[config.mk]
export PLATFORM = sky130hd
export DESIGN_NAME = fp32_add_cmp_pipe_flat
export DESIGN_NICKNAME = d
export VERILOG_FILES = /design/src/rtl/fp32_pkg.sv /design/src/rtl/fp32_add_cmp_pipe_if.sv /design/src/rtl/fp32_compare.sv /design/src/rtl/fp32_add_cmp_pipe.sv /design/src/flat_wrapper.sv
export SDC_FILE = /design/constraint.sdc
export NUM_CORES = 1
export LEC_CHECK = 0
export ABC_AREA = 1
export ABC_CLOCK_PERIOD_IN_PS = 6800
export BUFFER_PORTS_ARGS = -buffer_cell sky130_fd_sc_hd__buf_2
export CORE_UTILIZATION = 40
export CTS_CLUSTER_SIZE = 25
export DETAILED_ROUTE_END_ITERATION = 8
export GPL_ROUTABILITY_DRIVEN = 0
export PLACE_DENSITY = 0.67
export SLEW_MARGIN = 20
export SYNTH_ARGS = -nofsm -noshare
export SYNTH_HDL_FRONTEND = slang
export SYNTH_SLANG_ARGS = --single-unit
[constraint.sdc]
create_clock -name aclk -period 6.8 [get_ports aclk]
set_input_delay 0 -clock aclk [delete_from_list [all_inputs] [get_ports aclk]]
set_output_delay 0 -clock aclk [all_outputs]
set_load 0.05 [all_outputs]
[src/rtl/fp32_pkg.sv]
// Shared binary32 definitions for the add/compare pipeline: field widths,
// canonical special encodings, the operation select and field classifiers.
package fp32_pkg;

    localparam int EXP_W = 8;
    localparam int MAN_W = 23;
    localparam int BIAS  = 127;

    localparam logic [31:0] QNAN    = 32'h7FC00000;
    localparam logic [31:0] POS_INF = 32'h7F800000;

    typedef enum logic [1:0] {
        OP_ADD  = 2'd0,
        OP_EQ   = 2'd1,
        OP_LT   = 2'd2,
        OP_RSVD = 2'd3
    } fp_op_e;

    typedef struct packed {
        logic             sign;
        logic [EXP_W-1:0] exp;
        logic [MAN_W-1:0] man;
    } fp32_t;

    function automatic logic is_nan(input fp32_t x);
        return (x.exp == '1) && (x.man != '0);
    endfunction

    function automatic logic is_inf(input fp32_t x);
        return (x.exp == '1) && (x.man == '0);
    endfunction

    // Subnormals are flushed, so any zero exponent reads as a signed zero.
    function automatic logic is_zero(input fp32_t x);
        return (x.exp == '0);
    endfunction

endpackage

[src/rtl/fp32_add_cmp_pipe_if.sv]
// Operand and result channel of the fp32 add/compare unit. The master side
// issues operands and consumes results; the unit itself is the slave.
interface fp32_add_cmp_pipe_if;

    logic [31:0] s_axis_a_tdata;
    logic [31:0] s_axis_b_tdata;
    logic        s_axis_a_tvalid;
    logic        s_axis_b_tvalid;
    logic [1:0]  s_axis_op;
    logic        m_axis_result_tvalid;
    logic [31:0] m_axis_result_tdata;

    modport master (
        output s_axis_a_tdata,
        output s_axis_b_tdata,
        output s_axis_a_tvalid,
        output s_axis_b_tvalid,
        output s_axis_op,
        input  m_axis_result_tvalid,
        input  m_axis_result_tdata
    );

    modport slave (
        input  s_axis_a_tdata,
        input  s_axis_b_tdata,
        input  s_axis_a_tvalid,
        input  s_axis_b_tvalid,
        input  s_axis_op,
        output m_axis_result_tvalid,
        output m_axis_result_tdata
    );

endinterface

[src/rtl/fp32_compare.sv]
// Combinational equal / less-than on binary32 operands. Subnormals compare as
// zero, +0 equals -0, and any NaN forces both results low.
module fp32_compare
    import fp32_pkg::*;
(
    input  fp32_t a,
    input  fp32_t b,
    output logic  eq,
    output logic  lt
);

    // Resolve NaN and zero cases first, then order by sign and magnitude.
    always_comb begin
        eq = 1'b0;
        lt = 1'b0;
        if (is_nan(a) || is_nan(b)) begin
            eq = 1'b0;
            lt = 1'b0;
        end else if (is_zero(a) && is_zero(b)) begin
            eq = 1'b1;
        end else if (is_zero(a)) begin
            lt = !b.sign;
        end else if (is_zero(b)) begin
            lt = a.sign;
        end else if (a.sign != b.sign) begin
            lt = a.sign;
        end else begin
            eq = (a == b);
            lt = a.sign ? ({a.exp, a.man} > {b.exp, b.man})
                        : ({a.exp, a.man} < {b.exp, b.man});
        end
    end

endmodule

[src/rtl/fp32_add_cmp_pipe.sv]
// Fully pipelined binary32 add / equal / less-than unit with a fixed latency
// of LATENCY cycles (legal 4..16) for every op. Three computing stages feed a
// round/pack step whose result enters a delay line; the last delay register
// drives the result channel, so in-order, gap-preserving timing falls out.
module fp32_add_cmp_pipe
    import fp32_pkg::*;
#(
    parameter int LATENCY = 11
) (
    input logic               aclk,
    input logic               aresetn,
    fp32_add_cmp_pipe_if.slave axis
);

    localparam int DLY = LATENCY - 3;

    // ---------------- stage A: unpack, classify, compare, swap ----------------
    fp32_t      a_in, b_in;
    fp_op_e     op_in;
    logic       accept;
    logic       eq_in, lt_in;
    logic       spec_in;
    logic [31:0] spec_val_in;
    logic       a_big;
    logic       big_sign;
    logic [7:0] big_exp, sm_exp;
    logic [22:0] big_man, sm_man;

    assign a_in   = axis.s_axis_a_tdata;
    assign b_in   = axis.s_axis_b_tdata;
    assign op_in  = fp_op_e'(axis.s_axis_op);
    assign accept = axis.s_axis_a_tvalid & axis.s_axis_b_tvalid;

    fp32_compare u_compare (
        .a  (a_in),
        .b  (b_in),
        .eq (eq_in),
        .lt (lt_in)
    );

    assign a_big    = {a_in.exp, a_in.man} >= {b_in.exp, b_in.man};
    assign big_sign = a_big ? a_in.sign : b_in.sign;
    assign big_exp  = a_big ? a_in.exp  : b_in.exp;
    assign big_man  = a_big ? a_in.man  : b_in.man;
    assign sm_exp   = a_big ? b_in.exp  : a_in.exp;
    assign sm_man   = a_big ? b_in.man  : a_in.man;

    // Sums fully decided by NaN, infinity or zero operands bypass the datapath.
    always_comb begin
        spec_in     = 1'b1;
        spec_val_in = 32'd0;
        if (is_nan(a_in) || is_nan(b_in)) begin
            spec_val_in = QNAN;
        end else if (is_inf(a_in) && is_inf(b_in)) begin
            spec_val_in = (a_in.sign != b_in.sign) ? QNAN : a_in;
        end else if (is_inf(a_in)) begin
            spec_val_in = a_in;
        end else if (is_inf(b_in)) begin
            spec_val_in = b_in;
        end else if (is_zero(a_in) && is_zero(b_in)) begin
            spec_val_in = {a_in.sign & b_in.sign, 31'd0};
        end else if (is_zero(a_in)) begin
            spec_val_in = b_in;
        end else if (is_zero(b_in)) begin
            spec_val_in = a_in;
        end else begin
            spec_in = 1'b0;
        end
    end

    logic        s1_valid, s1_eq, s1_lt, s1_spec, s1_sign, s1_eff_sub;
    fp_op_e      s1_op;
    logic [31:0] s1_spec_val;
    logic [7:0]  s1_exp, s1_diff;
    logic [23:0] s1_big_mant, s1_sm_mant;

    // Capture the accepted operation with the larger magnitude operand first.
    always_ff @(posedge aclk or negedge aresetn) begin
        if (!aresetn) begin
            s1_valid    <= 1'b0;
            s1_op       <= OP_ADD;
            s1_eq       <= 1'b0;
            s1_lt       <= 1'b0;
            s1_spec     <= 1'b0;
            s1_spec_val <= '0;
            s1_sign     <= 1'b0;
            s1_eff_sub  <= 1'b0;
            s1_exp      <= '0;
            s1_diff     <= '0;
            s1_big_mant <= '0;
            s1_sm_mant  <= '0;
        end else begin
            s1_valid    <= accept;
            s1_op       <= op_in;
            s1_eq       <= eq_in;
            s1_lt       <= lt_in;
            s1_spec     <= spec_in;
            s1_spec_val <= spec_val_in;
            s1_sign     <= big_sign;
            s1_eff_sub  <= a_in.sign ^ b_in.sign;
            s1_exp      <= big_exp;
            s1_diff     <= big_exp - sm_exp;
            s1_big_mant <= {1'b1, big_man};
            s1_sm_mant  <= {1'b1, sm_man};
        end
    end

    // ---------------- stage B: align with sticky, 27-bit add/sub ----------------
    logic [4:0]  shamt;
    logic [53:0] sm_wide;
    logic [26:0] sm_aligned;
    logic [27:0] big_ext, sum_b;

    assign shamt      = (s1_diff > 8'd27) ? 5'd27 : s1_diff[4:0];
    assign sm_wide    = {s1_sm_mant, 3'b000, 27'd0} >> shamt;
    assign sm_aligned = {sm_wide[53:28], sm_wide[27] | (|sm_wide[26:0])};
    assign big_ext    = {1'b0, s1_big_mant, 3'b000};
    assign sum_b      = s1_eff_sub ? (big_ext - {1'b0, sm_aligned})
                                   : (big_ext + {1'b0, sm_aligned});

    logic        s2_valid, s2_eq, s2_lt, s2_spec, s2_sign;
    fp_op_e      s2_op;
    logic [31:0] s2_spec_val;
    logic [7:0]  s2_exp;
    logic [27:0] s2_sum;

    // Register the raw magnitude sum; it is never negative after the swap.
    always_ff @(posedge aclk or negedge aresetn) begin
        if (!aresetn) begin
            s2_valid    <= 1'b0;
            s2_op       <= OP_ADD;
            s2_eq       <= 1'b0;
            s2_lt       <= 1'b0;
            s2_spec     <= 1'b0;
            s2_spec_val <= '0;
            s2_sign     <= 1'b0;
            s2_exp      <= '0;
            s2_sum      <= '0;
        end else begin
            s2_valid    <= s1_valid;
            s2_op       <= s1_op;
            s2_eq       <= s1_eq;
            s2_lt       <= s1_lt;
            s2_spec     <= s1_spec;
            s2_spec_val <= s1_spec_val;
            s2_sign     <= s1_sign;
            s2_exp      <= s1_exp;
            s2_sum      <= sum_b;
        end
    end

    // ---------------- stage C: leading-zero count and normalize ----------------
    logic [4:0]        lz;
    logic              lz_found;
    logic [26:0]       norm_c;
    logic signed [9:0] exp_c;

    // Find the leading one below the carry bit.
    always_comb begin
        lz       = 5'd0;
        lz_found = 1'b0;
        for (int i = 26; i >= 0; i--) begin
            if (!lz_found && s2_sum[i]) begin
                lz       = 5'(26 - i);
                lz_found = 1'b1;
            end
        end
    end

    // A carry-out shifts right keeping sticky; otherwise shift left by the count.
    always_comb begin
        if (s2_sum[27]) begin
            norm_c = {s2_sum[27:2], s2_sum[1] | s2_sum[0]};
            exp_c  = {2'b00, s2_exp} + 10'd1;
        end else begin
            norm_c = s2_sum[26:0] << lz;
            exp_c  = {2'b00, s2_exp} - {5'd0, lz};
        end
    end

    logic              s3_valid, s3_eq, s3_lt, s3_spec, s3_sign, s3_zero;
    fp_op_e            s3_op;
    logic [31:0]       s3_spec_val;
    logic signed [9:0] s3_exp;
    logic [26:0]       s3_norm;

    // Register the normalized mantissa with guard/round/sticky in its low bits.
    always_ff @(posedge aclk or negedge aresetn) begin
        if (!aresetn) begin
            s3_valid    <= 1'b0;
            s3_op       <= OP_ADD;
            s3_eq       <= 1'b0;
            s3_lt       <= 1'b0;
            s3_spec     <= 1'b0;
            s3_spec_val <= '0;
            s3_sign     <= 1'b0;
            s3_zero     <= 1'b0;
            s3_exp      <= '0;
            s3_norm     <= '0;
        end else begin
            s3_valid    <= s2_valid;
            s3_op       <= s2_op;
            s3_eq       <= s2_eq;
            s3_lt       <= s2_lt;
            s3_spec     <= s2_spec;
            s3_spec_val <= s2_spec_val;
            s3_sign     <= s2_sign;
            s3_zero     <= (s2_sum == '0);
            s3_exp      <= exp_c;
            s3_norm     <= norm_c;
        end
    end

    // ---------------- stage D: round-to-nearest-even, pack, select ----------------
    logic              rnd_up;
    logic [24:0]       mant_r;
    logic signed [9:0] exp_r;
    logic [22:0]       man_f;
    logic [31:0]       add_res, res_d;

    assign rnd_up = s3_norm[2] & (s3_norm[1] | s3_norm[0] | s3_norm[3]);
    assign mant_r = {1'b0, s3_norm[26:3]} + {24'd0, rnd_up};
    assign exp_r  = s3_exp + {9'd0, mant_r[24]};
    assign man_f  = mant_r[24] ? mant_r[23:1] : mant_r[22:0];

    // Exact cancellation gives +0, overflow saturates to Inf, underflow flushes.
    always_comb begin
        add_res = {s3_sign, exp_r[7:0], man_f};
        if (s3_spec) begin
            add_res = s3_spec_val;
        end else if (s3_zero) begin
            add_res = 32'd0;
        end else if (exp_r >= 10'sd255) begin
            add_res = {s3_sign, POS_INF[30:0]};
        end else if (exp_r <= 10'sd0) begin
            add_res = {s3_sign, 31'd0};
        end
    end

    // Pick the result word for the operation that travelled with the data.
    always_comb begin
        res_d = 32'd0;
        case (s3_op)
            OP_ADD:  res_d = add_res;
            OP_EQ:   res_d = {31'd0, s3_eq};
            OP_LT:   res_d = {31'd0, s3_lt};
            default: res_d = 32'd0;
        endcase
    end

    // ---------------- delay line to the fixed latency ----------------
    logic [DLY-1:0] dly_valid;
    logic [31:0]    dly_data [DLY];

    // Shift results toward the output; data only moves with valid so the last
    // delivered value is held through bubbles.
    always_ff @(posedge aclk or negedge aresetn) begin
        if (!aresetn) begin
            dly_valid <= '0;
            for (int i = 0; i < DLY; i++) begin
                dly_data[i] <= '0;
            end
        end else begin
            dly_valid[0] <= s3_valid;
            if (s3_valid) begin
                dly_data[0] <= res_d;
            end
            for (int i = 1; i < DLY; i++) begin
                dly_valid[i] <= dly_valid[i-1];
                if (dly_valid[i-1]) begin
                    dly_data[i] <= dly_data[i-1];
                end
            end
        end
    end

    assign axis.m_axis_result_tvalid = dly_valid[DLY-1];
    assign axis.m_axis_result_tdata  = dly_data[DLY-1];

endmodule

[src/flat_wrapper.sv]
// flat-port wrapper written by rule: the top's interface ports become plain ports
module fp32_add_cmp_pipe_flat import fp32_pkg::*;
#(
    parameter int LATENCY = 11
)
  (aclk, aresetn, axis_s_axis_a_tdata, axis_s_axis_b_tdata, axis_s_axis_a_tvalid, axis_s_axis_b_tvalid, axis_s_axis_op, axis_m_axis_result_tvalid, axis_m_axis_result_tdata);
  fp32_add_cmp_pipe_if axis_i ();
  input logic aclk;
  input logic aresetn;
  input wire logic [$bits(axis_i.s_axis_a_tdata)-1:0] axis_s_axis_a_tdata;
  input wire logic [$bits(axis_i.s_axis_b_tdata)-1:0] axis_s_axis_b_tdata;
  input wire logic [$bits(axis_i.s_axis_a_tvalid)-1:0] axis_s_axis_a_tvalid;
  input wire logic [$bits(axis_i.s_axis_b_tvalid)-1:0] axis_s_axis_b_tvalid;
  input wire logic [$bits(axis_i.s_axis_op)-1:0] axis_s_axis_op;
  output wire logic [$bits(axis_i.m_axis_result_tvalid)-1:0] axis_m_axis_result_tvalid;
  output wire logic [$bits(axis_i.m_axis_result_tdata)-1:0] axis_m_axis_result_tdata;
  assign axis_i.s_axis_a_tdata = axis_s_axis_a_tdata;
  assign axis_i.s_axis_b_tdata = axis_s_axis_b_tdata;
  assign axis_i.s_axis_a_tvalid = axis_s_axis_a_tvalid;
  assign axis_i.s_axis_b_tvalid = axis_s_axis_b_tvalid;
  assign axis_i.s_axis_op = axis_s_axis_op;
  assign axis_m_axis_result_tvalid = axis_i.m_axis_result_tvalid;
  assign axis_m_axis_result_tdata = axis_i.m_axis_result_tdata;
  fp32_add_cmp_pipe #(.LATENCY(LATENCY)) u_core (.aclk(aclk), .aresetn(aresetn), .axis(axis_i));
endmodule
# Yosys cells after proc, flatten, opt, wreduce, memory -nomap -nowiden
# Cells that the tools add are included.
# totals
elab_cells,231
ff_bits,520
out_inout_bits,33
inputBits,70
# classes
magnitude_cmp,6
shifts,2
n_bitwise,8
n_mux,93
n_addsub,7
n_eq_ne,6
reduce_logical,69
# op_table
cell,n
2-to-1 mux 32 bit,10
case mux 32 bit (3 select lines),1
2-to-1 mux 23 bit,3
2-to-1 mux 31 bit,2
2-to-1 mux 5 bit,12
right shift 54 x 5 -> 54 bit,1
logical NOT 23 bit,2
2-to-1 mux 1 bit,46
nonzero test 23 bit,2
== test 32 bit,1
logical AND 1 bit,32
2-to-1 mux 4 bit,8
>= comparator 31 bit,1
> comparator 31 bit,1
< comparator 31 bit,1
adder 27 x 27 -> 28 bit,1
logical NOT 28 bit,1
2-to-1 mux 28 bit,1
subtractor 27 x 27 -> 28 bit,1
logical NOT 1 bit,27
2-to-1 mux 27 bit,1
OR reduction 27 bit,1
<< shifter 27 x 5 -> 27 bit,1
adder 24 x 1 -> 25 bit,1
21 further kinds,33

# Depth between registers and ports, before layout
# Gate-level depths: netlist of the first run.
# depth
word_depth,81
mapped_depth,32
depth_no_buf,31

# Modules after synthesis
# From an unflattened synthesis of the first run, not the netlist that was laid out.
# unflattened
hier_cells,3455
area_unflattened_um2,27921.8
# by_module_without_submodules
mod,cells_each,seq_area_each_um2,instances,area_per_inst_um2
fp32_add_cmp_pipe,3243,12987.5,1,26773.2
fp32_compare,212,0.0,1,1148.6

# Worst setup path before layout of the first run
# OpenSTA, ideal clock, no wires.
# synth_timing
kind,register to register
start,register u_core.s3_norm[3]
end,register u_core.dly_data[234] (netlist bit)
required_time_ps,6659
n_path_buf,1
t_arrival_ps,4180
synth_period_minus_slack_ps,4321
setup_ps,141
setup_slack_ps,2479
path_stages_with_launch,31
path_cell_list,dfrtp_1 nand2_1 inv_1 ha_1 nand4_1 nor2_2 nand3_1 nor2_1 inv_1 nor2_1 inv_2 nor2_4 nand4_1 nor2_1 nand3_1 inv_1 ha_1 nand3_1 nand3b_1 nor3b_1 nand3_1 xor2_1 inv_1 or2_2 nand2_1 inv_1 nand3_1 clkbuf_1 nor2_1 a21oi_1 o22ai_1
# synth_between
elab_chain_len,10
word_cells_on_any_way,12
classes_between,add/sub (2); order compare (2); mux (6); bitwise (2)
# synth_rtl
item,line,rtl
start: declaration,fp32_add_cmp_pipe.sv:185,logic [26:0] s3_norm;
start signal: assignment,fp32_add_cmp_pipe.sv:210,s3_norm <= norm_c;
OR 1 bit,fp32_add_cmp_pipe.sv:221,assign rnd_up = s3_norm[2] & (s3_norm[1] | s3_norm[0] | s3_norm[3]);
AND 1 bit,fp32_add_cmp_pipe.sv:221,
adder 24 x 1 -> 25 bit *,fp32_add_cmp_pipe.sv:222,"assign mant_r = {1'b0, s3_norm[26:3]} + {24'd0, rnd_up};"
adder 10 x 1 -> 10 bit,fp32_add_cmp_pipe.sv:223,"assign exp_r = s3_exp + {9'd0, mant_r[24]};"
<= comparator 10 x 1 -> 1 bit,fp32_add_cmp_pipe.sv:235,end else if (exp_r <= 10'sd0) begin
2-to-1 mux 31 bit,fp32_add_cmp_pipe.sv:235,
2-to-1 mux 31 bit *,fp32_add_cmp_pipe.sv:233,end else if (exp_r >= 10'sd255) begin
2-to-1 mux 32 bit *,fp32_add_cmp_pipe.sv:231,end else if (s3_zero) begin
2-to-1 mux 32 bit *,fp32_add_cmp_pipe.sv:229,if (s3_spec) begin
case mux 32 bit (3 select lines) *,fp32_add_cmp_pipe.sv:243,case (s3_op)
end signal: indexed assignment,fp32_add_cmp_pipe.sv:271,dly_data[i] <= dly_data[i-1];
end: declaration,fp32_add_cmp_pipe.sv:253,logic [31:0] dly_data [DLY];
# Every way passes the cells marked *; elsewhere a longest branch is shown, timed or not.
# A chain may end at the register's enable or synchronous reset.

# Worst setup path after layout of the first run
# layout_timing
start,register u_core.s3_norm[3]
end,register u_core.dly_data[242] (netlist bit)
# The elaborated chain is that of the path after synthesis.

==> metrics.md, run 1 <==
| Metric | Value |
|---|---|
| Setup TNS Final | 0 ns |
| Setup slack, reg-to-reg | around 1.4 ns |
| Share of layout cells above drive strength 1 | 0.0734 |
| Row count | between 90 and 100 |
| First-pass GRT wire length | 114000 um |
| Reg-to-Reg Start | u_core.s3_norm[3] |
| Hold-fix buffer count after cts | ~100 |
| Reg clk slew, reported paths | 0.06 ns |
| Max cap viols | 0 |
| Number of synthesized register bits | just over 500 |
| Highest-delay cell along the critical path | nand3_1 |
| Pin count of the biggest net entering global routing | approximately 170 |
| Io pins | around 100 |
| Reg2reg end | u_core.dly_data[242] |
| Main synth FF type | dfrtp_1 |
| Post-Syn Instances | around 3300 |
| CTS tree | done |
| Max clock buf depth | 3 |
| Die height | ~260 um |
| Initial antenna violation count | 1 |
| Power density cells | around 320 mW/mm2 |
| Die area | roughly 0.07 mm2 |
| Least-Margin Pin Slew | roughly 1.1 ns |
| HP Class | in2reg |
| Setup bufs post-CTS | 0 |
| Fin. Hold Viols | 0 |
| Syn. warnings | 0 |
| Commonest non-fill, non-tap cell in the layout | nand2_1 |
| Nets@finish | 3573 |
| Worst Setup Start Kind | flop |
| Crit-path leading delay family | simple AND/OR/NAND/NOR gates |
| Clk root buf | clkbuf_16 |
| Compound-cell area share of the yosys netlist | 0.143 |
| Buf/Inv on CP | 7 |
| Failing checks | DRC |
| Clock Latency Late Sink | roughly 0.63 ns |
| Fmax | around 180 MHz |
| Die width | ~260 um |
| Overall routed net length | 70600 um |
| Endpoints failing setup | 0 |
| WP data required | a little over 7 ns |
| CTS H-tree lvls | 2 |
| FF-to-FF path depth | 31 |
| Post-DP HPWL | 51200 um |
| Crit path DAT | 5.90 ns |
| Setup Skew | about 0.050 ns |
| Starting Density | 0.406 |
| Sequential cell area fraction in the yosys report | 0.484 |
| Worst slew margin | 0.291 |
| Post-Synth Adder-Cell Area | 0.0443 |
| # port buffers | 102 |
| Max Slew Vio Count | 0 |
| Layout area overhead | 13.7% |
| Via count | between 20000 and 25000 |
| Asr flop ratio synth | 1.00 |
| RSZ-0062 raised after global routing | no |
| Worst hold endpoint | u_core.s1_op[0] |
| Num CTS Buffers | 53 |
| Min Tclk post-route | between 5 and 6 ns |
| Iteration-0 DRC Markers | approximately 2500 |
| Period utilisation layout | 0.798 |
| DR vias/cell | roughly 5.3 |
| Synthesized cell area | approximately 0.027 mm2 |
| Status | complete, but fails checks |
| Core Area | 0.0661 mm2 |
| Crit Path Max Fanout | 13 |
| Hold path start | axis_s_axis_op[0] |
| Net count after synthesis | between 3000 and 4000 |
| CP peak stage delay | 0.40 ns |
| Post-synthesis simple-gate area fraction | 0.224 |
| Pre-Repair DR Iteration Count | 9 |
| Most frequent cells in the layout | nand2_1 (634), dfrtp_1 (515), inv_1 (383) |
| Wire per inst | around 16 um |
| Post-synth EDFFs | 0 |
| # resized after CTS | 0 |
| Largest family of logic cells by synthesized area | simple AND/OR/NAND/NOR gates |
| Total gr overflow | 0 |
| Vias in the first global route | 21332 |
| Diodes inserted | 0 |
| Total GRT Usage | 0.207 |
| Synthesized area per cell | roughly 8.1 um2 |
| Netlist cell types | 67 |
| Leakage | around 0.015 uW |
| Worst hold stages | 2 |
| Worst Setup Path Type | reg2reg |
| Clk sinks | approximately 520 |
| Drt drc | 4 |
| Maximum VDD drop | 0.215 mV |
| Mux cell area share after synthesis | 0.000792 |
| # placed instances | 4115 |
| Routed Antenna Nets | 0 |
| Non-filler cells, final | roughly 4300 |
| Worst Setup End Kind | flop |
| Xor and xnor fraction of the mapped netlist area | 0.0147 |
[routing by layer]
metal  wire (um)  global-route usage
met2       32100               0.330
met4        3510              0.0951
met5           0                   0
met1       30200               0.279
met3        4830              0.0311
[registers in the layout, summed over array words and instances, names as in the netlist, 2 cells and up]
| signal | count |
|---|---|
| u_core.s3_spec_val | 32 |
| u_core.s1_spec_val | 32 |
| u_core.dly_valid | 8 |
| u_core.s1_exp | 8 |
| u_core.s3_exp | 10 |
| u_core.s1_diff | 8 |
| u_core.s2_sum | 28 |
| u_core.s2_exp | 8 |
| u_core.s3_op | 2 |
| u_core.s1_big_mant | 24 |
| u_core.axis.m_axis_result_tdata | 32 |
| u_core.s3_norm | 27 |
| u_core.dly_data | 224 |
| u_core.s1_op | 2 |
| u_core.s1_sm_mant | 23 |
| u_core.s2_spec_val | 32 |
| u_core.s2_op | 2 |
[synth_stat cells (all sizes together) (22+ instances only)]
cell / number / share of area
o22ai: 31 / 0.0072
o21ai: 269 / 0.050
buf: 86 / 0.021
clkbuf: 95 / 0.013
nand3: 310 / 0.059
nand4: 64 / 0.016
dfrtp: 519 / 0.48
xor2: 37 / 0.012
inv: 394 / 0.055
nand2: 640 / 0.090
nor3: 22 / 0.0043
o211ai: 27 / 0.0079
a21oi: 283 / 0.053
nor2: 303 / 0.044
ha: 92 / 0.043
[kinds of logic (layout without fill, tap and decap cells)]
kind of cell               Yosys count  after routing
DFF                                519            519
adders and majority gates           94             94
AOI/OAI and AO/OA                  695            695
buffers and inverters              576            711
muxes                                2              2
xor gates and xnor gates            45             45
and+or+nand+nor                   1380           1380
other                                1              1
[cell type report]
type                       instances  area (um2)
clock inverter                    14         251
sequential                       519       13000
clock buffer                      79        1530
tap                              864        1080
timing repair buffer             223        1710
fill                            6351       35600
multi-input combinational       2217       11500
inverter                         395        1480
[worst max-delay path by stage]
stage,depth (start not counted),from,slack [ns],to
global route,31,u_core.s3_norm[3],0.87,u_core.dly_data[244]
CTS,31,u_core.s3_norm[3],1.48,u_core.dly_data[242]
floorplan,30,u_core.s3_norm[3],2.48,u_core.dly_data[234]
detailed placement,31,u_core.s3_norm[3],1.55,u_core.dly_data[242]
finish,31,u_core.s3_norm[3],1.37,u_core.dly_data[242]
global placement,26,u_core.s1_diff[5],1.68,u_core.s2_sum[23]
[worst reg2reg max path: cells and delay by family, from the launching register on]
family	cells	cell delay, ns
buffers and inverters	7	0.74
AO/OA/AOI/OAI	3	0.52
AND/OR/NAND/NOR	18	3.08
XOR/XNOR	1	0.19
flip-flops	1	0.34
adder cells (fa/ha/maj)	2	0.41
[report_power, final]
group	internal (uW)	switching (uW)
Sequential	3610	379
Clock	1720	1200
Combinational	963	2040
Total	6300	3620
[stage by stage]
step	utilization	hold slack [ns]	worst slack, ns	power (uW)	instance area (um2)
final	0.462	0.0390	1.37	9920	30500
after global routing	0.462	0.0441	0.874	10500	30500
after CTS	0.462	0.00984	1.48	9940	30500
after detailed placement	0.419	0.115	1.55	6920	27700
after global placement	0.419	0.114	1.68	6890	27700
after floorplan	-	-0.296	2.48	6140	26900
Note: power is estimated with default switching activity, not from simulation.
==> run 2: changes to the inputs <==
--- a/config.mk
+++ b/config.mk
@@ -6,13 +6,13 @@
 export NUM_CORES = 1
 export LEC_CHECK = 0
 export ABC_AREA = 1
-export ABC_CLOCK_PERIOD_IN_PS = 6800
+export ABC_CLOCK_PERIOD_IN_PS = 4950
 export BUFFER_PORTS_ARGS = -buffer_cell sky130_fd_sc_hd__buf_2
 export CORE_UTILIZATION = 40
 export CTS_CLUSTER_SIZE = 25
 export DETAILED_ROUTE_END_ITERATION = 8
 export GPL_ROUTABILITY_DRIVEN = 0
-export PLACE_DENSITY = 0.67
+export PLACE_DENSITY = 0.69
 export SLEW_MARGIN = 20
 export SYNTH_ARGS = -nofsm -noshare
 export SYNTH_HDL_FRONTEND = slang
==> constraint.sdc (replaced) <==
create_clock -name aclk -period 4.95 [get_ports aclk]
set_input_delay 0 -clock aclk [delete_from_list [all_inputs] [get_ports aclk]]
set_output_delay 0 -clock aclk [all_outputs]
set_load 0.05 [all_outputs]
==> run 2 against run 1 <==
Effect of this change:
- the flow still finishes with violations (DRC)
- first-iteration DRC count is 8.3% higher
- cell area is 0.91% higher
- power is 39% higher
- sequential share of layout area is 0.38 points lower
- die area stayed put
- wire length is 0.19% lower
- maximum frequency is 19% higher
- worst hold slack worse by 0.027 ns
- combinational power is 39% higher
- setup slack worse by 0.97 ns
- critical path depth is 1 lower
==> metrics.md, run 2 (synthesis gave the netlist of run 1 again) <==
| Metric | Value |
|---|---|
| Status | complete, but fails checks |
| Failing checks | DRC |
| CTS tree | done |
| Post-DP HPWL | 51000 um (-0.50%) |
| Worst Setup End Kind | flop |
| Core Area | 0.0661 mm2 (unchanged) |
| Fin. Hold Viols | 0 (unchanged) |
| Clk root buf | clkbuf_16 |
| Row count | 94 (unchanged) |
| Die width | 261 um (unchanged) |
| Pin count of the biggest net entering global routing | 152 (-11%) |
| Highest-delay cell along the critical path | fa_1 |
| Wire per inst | 16.2 um (-0.78%) |
| Crit-path leading delay family | compound AO/OA/AOI/OAI gates |
| Routed Antenna Nets | 0 (unchanged) |
| Filler cells | 6240 (-1.7%) |
| Commonest non-fill, non-tap cell in the layout | nand2_1 |
| Reg clk slew, reported paths | 0.06 ns (about the same) |
| Power density cells | 447 mW/mm2 (+38%) |
| Crit Path Max Fanout | 11 (-2) |
| Clk sinks | 519 (unchanged) |
| Period utilisation layout | 0.918 (+0.120) |
| # placed instances | 4136 (+0.51%) |
| Max Slew Vio Count | 0 (unchanged) |
| Pre-Repair DR Iteration Count | 9 (unchanged) |
| Iteration-0 DRC Markers | 2665 (+8.3%) |
| Max clock buf depth | 3 (unchanged) |
| Nets@finish | 3594 (+0.59%) |
| Max cap viols | 0 (unchanged) |
| Layout area overhead | 14.7% |
| HP Class | in2async |
| Setup slack, reg-to-reg | 0.41 ns (-0.97 ns) |
| Power, Total | 13800 uW (+39%) |
| Share of layout cells above drive strength 1 | 0.0850 (+0.0116) |
| CP peak stage delay | 0.44 ns (+0.04 ns) |
| Total gr overflow | 0 (unchanged) |
| Via count | 22954 (+0.46%) |
| Fmax | 220 MHz (+19%) |
| Leakage | 0.0149 uW (+1.0%) |
| WP data required | 5.43 ns (-1.84 ns) |
| Reg-to-Reg Start | u_core.s1_diff[5] |
| Area of the multi-input gates | 0.0115 mm2 (+0.19%) |
| Io pins | 103 (unchanged) |
| Reg2reg end | u_core.s2_sum[21] |
| Largest Register | u_core.dly_data |
| Setup Skew | 0.0241 ns (-0.0260 ns) |
| Max reg flops | 224 (unchanged) |
| Non-filler cells, final | 4337 (+0.60%) |
| Vias in the first global route | 21140 (-0.90%) |
| CTS H-tree lvls | 2 (unchanged) |
| Worst slew margin | 0.327 (+0.0365) |
| Register area | 0.0130 mm2 (about the same) |
| DR vias/cell | 5.29 (-0.14%) |
| # port buffers | 102 (unchanged) |
| Buf/Inv on CP | 7 (unchanged) |
| Crit path DAT | 5.03 ns (-0.87 ns) |
| Die area | 0.0682 mm2 (unchanged) |
| Endpoints failing setup | 0 (unchanged) |
| FF-to-FF path depth | 30 (-3.2%) |
| Initial antenna violation count | 1 (unchanged) |
| Overall routed net length | 70500 um (-0.19%) |
| Starting Density | 0.406 (unchanged) |
| Drt drc | 6 (+2) |
| First-pass GRT wire length | 114000 um (+0.32%) |
| Worst Setup Start Kind | flop |
| Setup TNS Final | 0 ns (unchanged) |
| Most frequent cells in the layout | nand2_1 (634), dfrtp_1 (514), inv_1 (381) |
| Total GRT Usage | 0.208 (+0.000589) |
| Die height | 261 um (unchanged) |
| Cell mode on critical path | nand2_1 |
| Num CTS Buffers | 51 (-3.8%) |
| Clock Latency Late Sink | 0.61 ns (-0.02 ns) |
| Min Tclk post-route | 4.54 ns (-0.884 ns) |
| Maximum VDD drop | 0.300 mV (+39%) |
| Least-Margin Pin Slew | 1.01 ns (-0.0548 ns) |
| Worst Setup Path Type | reg2reg |
## run 2: changes by cell type in the layout (fill, tap and decap cells not counted), moves of 2 or more
cell       change
clkbuf_8       +3
inv_1          -2
clkbuf_1       -8
buf_12         +2
clkbuf_16      -2
o21ai_0        -2
nor2_1         -3
buf_4         +21
bufinv_16      +2
clkinv_2       +7
nor2_2         +3
## run 2: worst max-delay path by stage
stage / start / endpoint / slack, ns / cells past startpoint
detailed placement: u_core.s3_norm[2] / u_core.dly_data[244] / 0.17 / 31
floorplan: u_core.s3_norm[3] / u_core.dly_data[234] / 0.63 / 30
global route: u_core.s3_norm[2] / u_core.dly_data[242] / -0.03 / 31
global placement: u_core.s3_norm[3] / u_core.dly_data[230] / 0.30 / 31
finish: u_core.s1_diff[5] / u_core.s2_sum[21] / 0.41 / 30
CTS: u_core.s3_norm[3] / u_core.dly_data[244] / 0.15 / 31
## run 2: power breakdown
group          switching (uW)  total (uW)  internal, uW  leakage (uW)
registers                 537        5500          4960       0.00643
clock network            1650        4090          2440      0.000900
logic                    2800        4180          1370       0.00757
total                    4990       13800          8770        0.0149
## run 2: area by class of cell
cell class / instances / share of cell area
clock buffers: 72 / 0.0485
repair buffers: 246 / 0.0620
flip-flops and latches: 519 / 0.422
clock inverters: 23 / 0.0111
diodes: 1 / 0.0000812
multi-input cells: 2217 / 0.373
inverters: 395 / 0.0482
well taps: 864 / 0.0351
## run 2: metal layers
layer	wire length, um	GRT usage	up-vias	share of wire
met2	31100	0.319	972	0.44
li1	-	-	11195	-
met4	3790	0.103	0	0.054
met3	4920	0.0303	234	0.070
met5	0	0	-	0
met1	30600	0.288	10553	0.43
## run 2: worst register-to-register path, delay by kind of cell (launching register included)
family / cells / cell delay (ns)
xor gates and xnor gates: 1 / 0.16
and+or+nand+nor: 13 / 1.18
adders and majority gates: 1 / 0.44
AOI/OAI and AO/OA: 8 / 1.48
buffers and inverters: 7 / 0.79
DFF: 1 / 0.38
## run 2: what timing repair did
item                       CTS  global route
setup endpoints to repair    0            33
hold buffers               102             0
resized for setup            0            14
setup buffers                0             3
hold endpoints to repair   207             0
## run 2: metrics by stage
stage                util  hold WS [ns]  area [um2]  worst slack (ns)
finish              0.466        0.0116       30800             0.406
global route        0.466        0.0177       30800           -0.0286
CTS                 0.465       0.00683       30800             0.148
detailed placement  0.422         0.110       27900             0.170
global placement    0.422         0.107       27900             0.300
floorplan               -        -0.296       26900             0.629
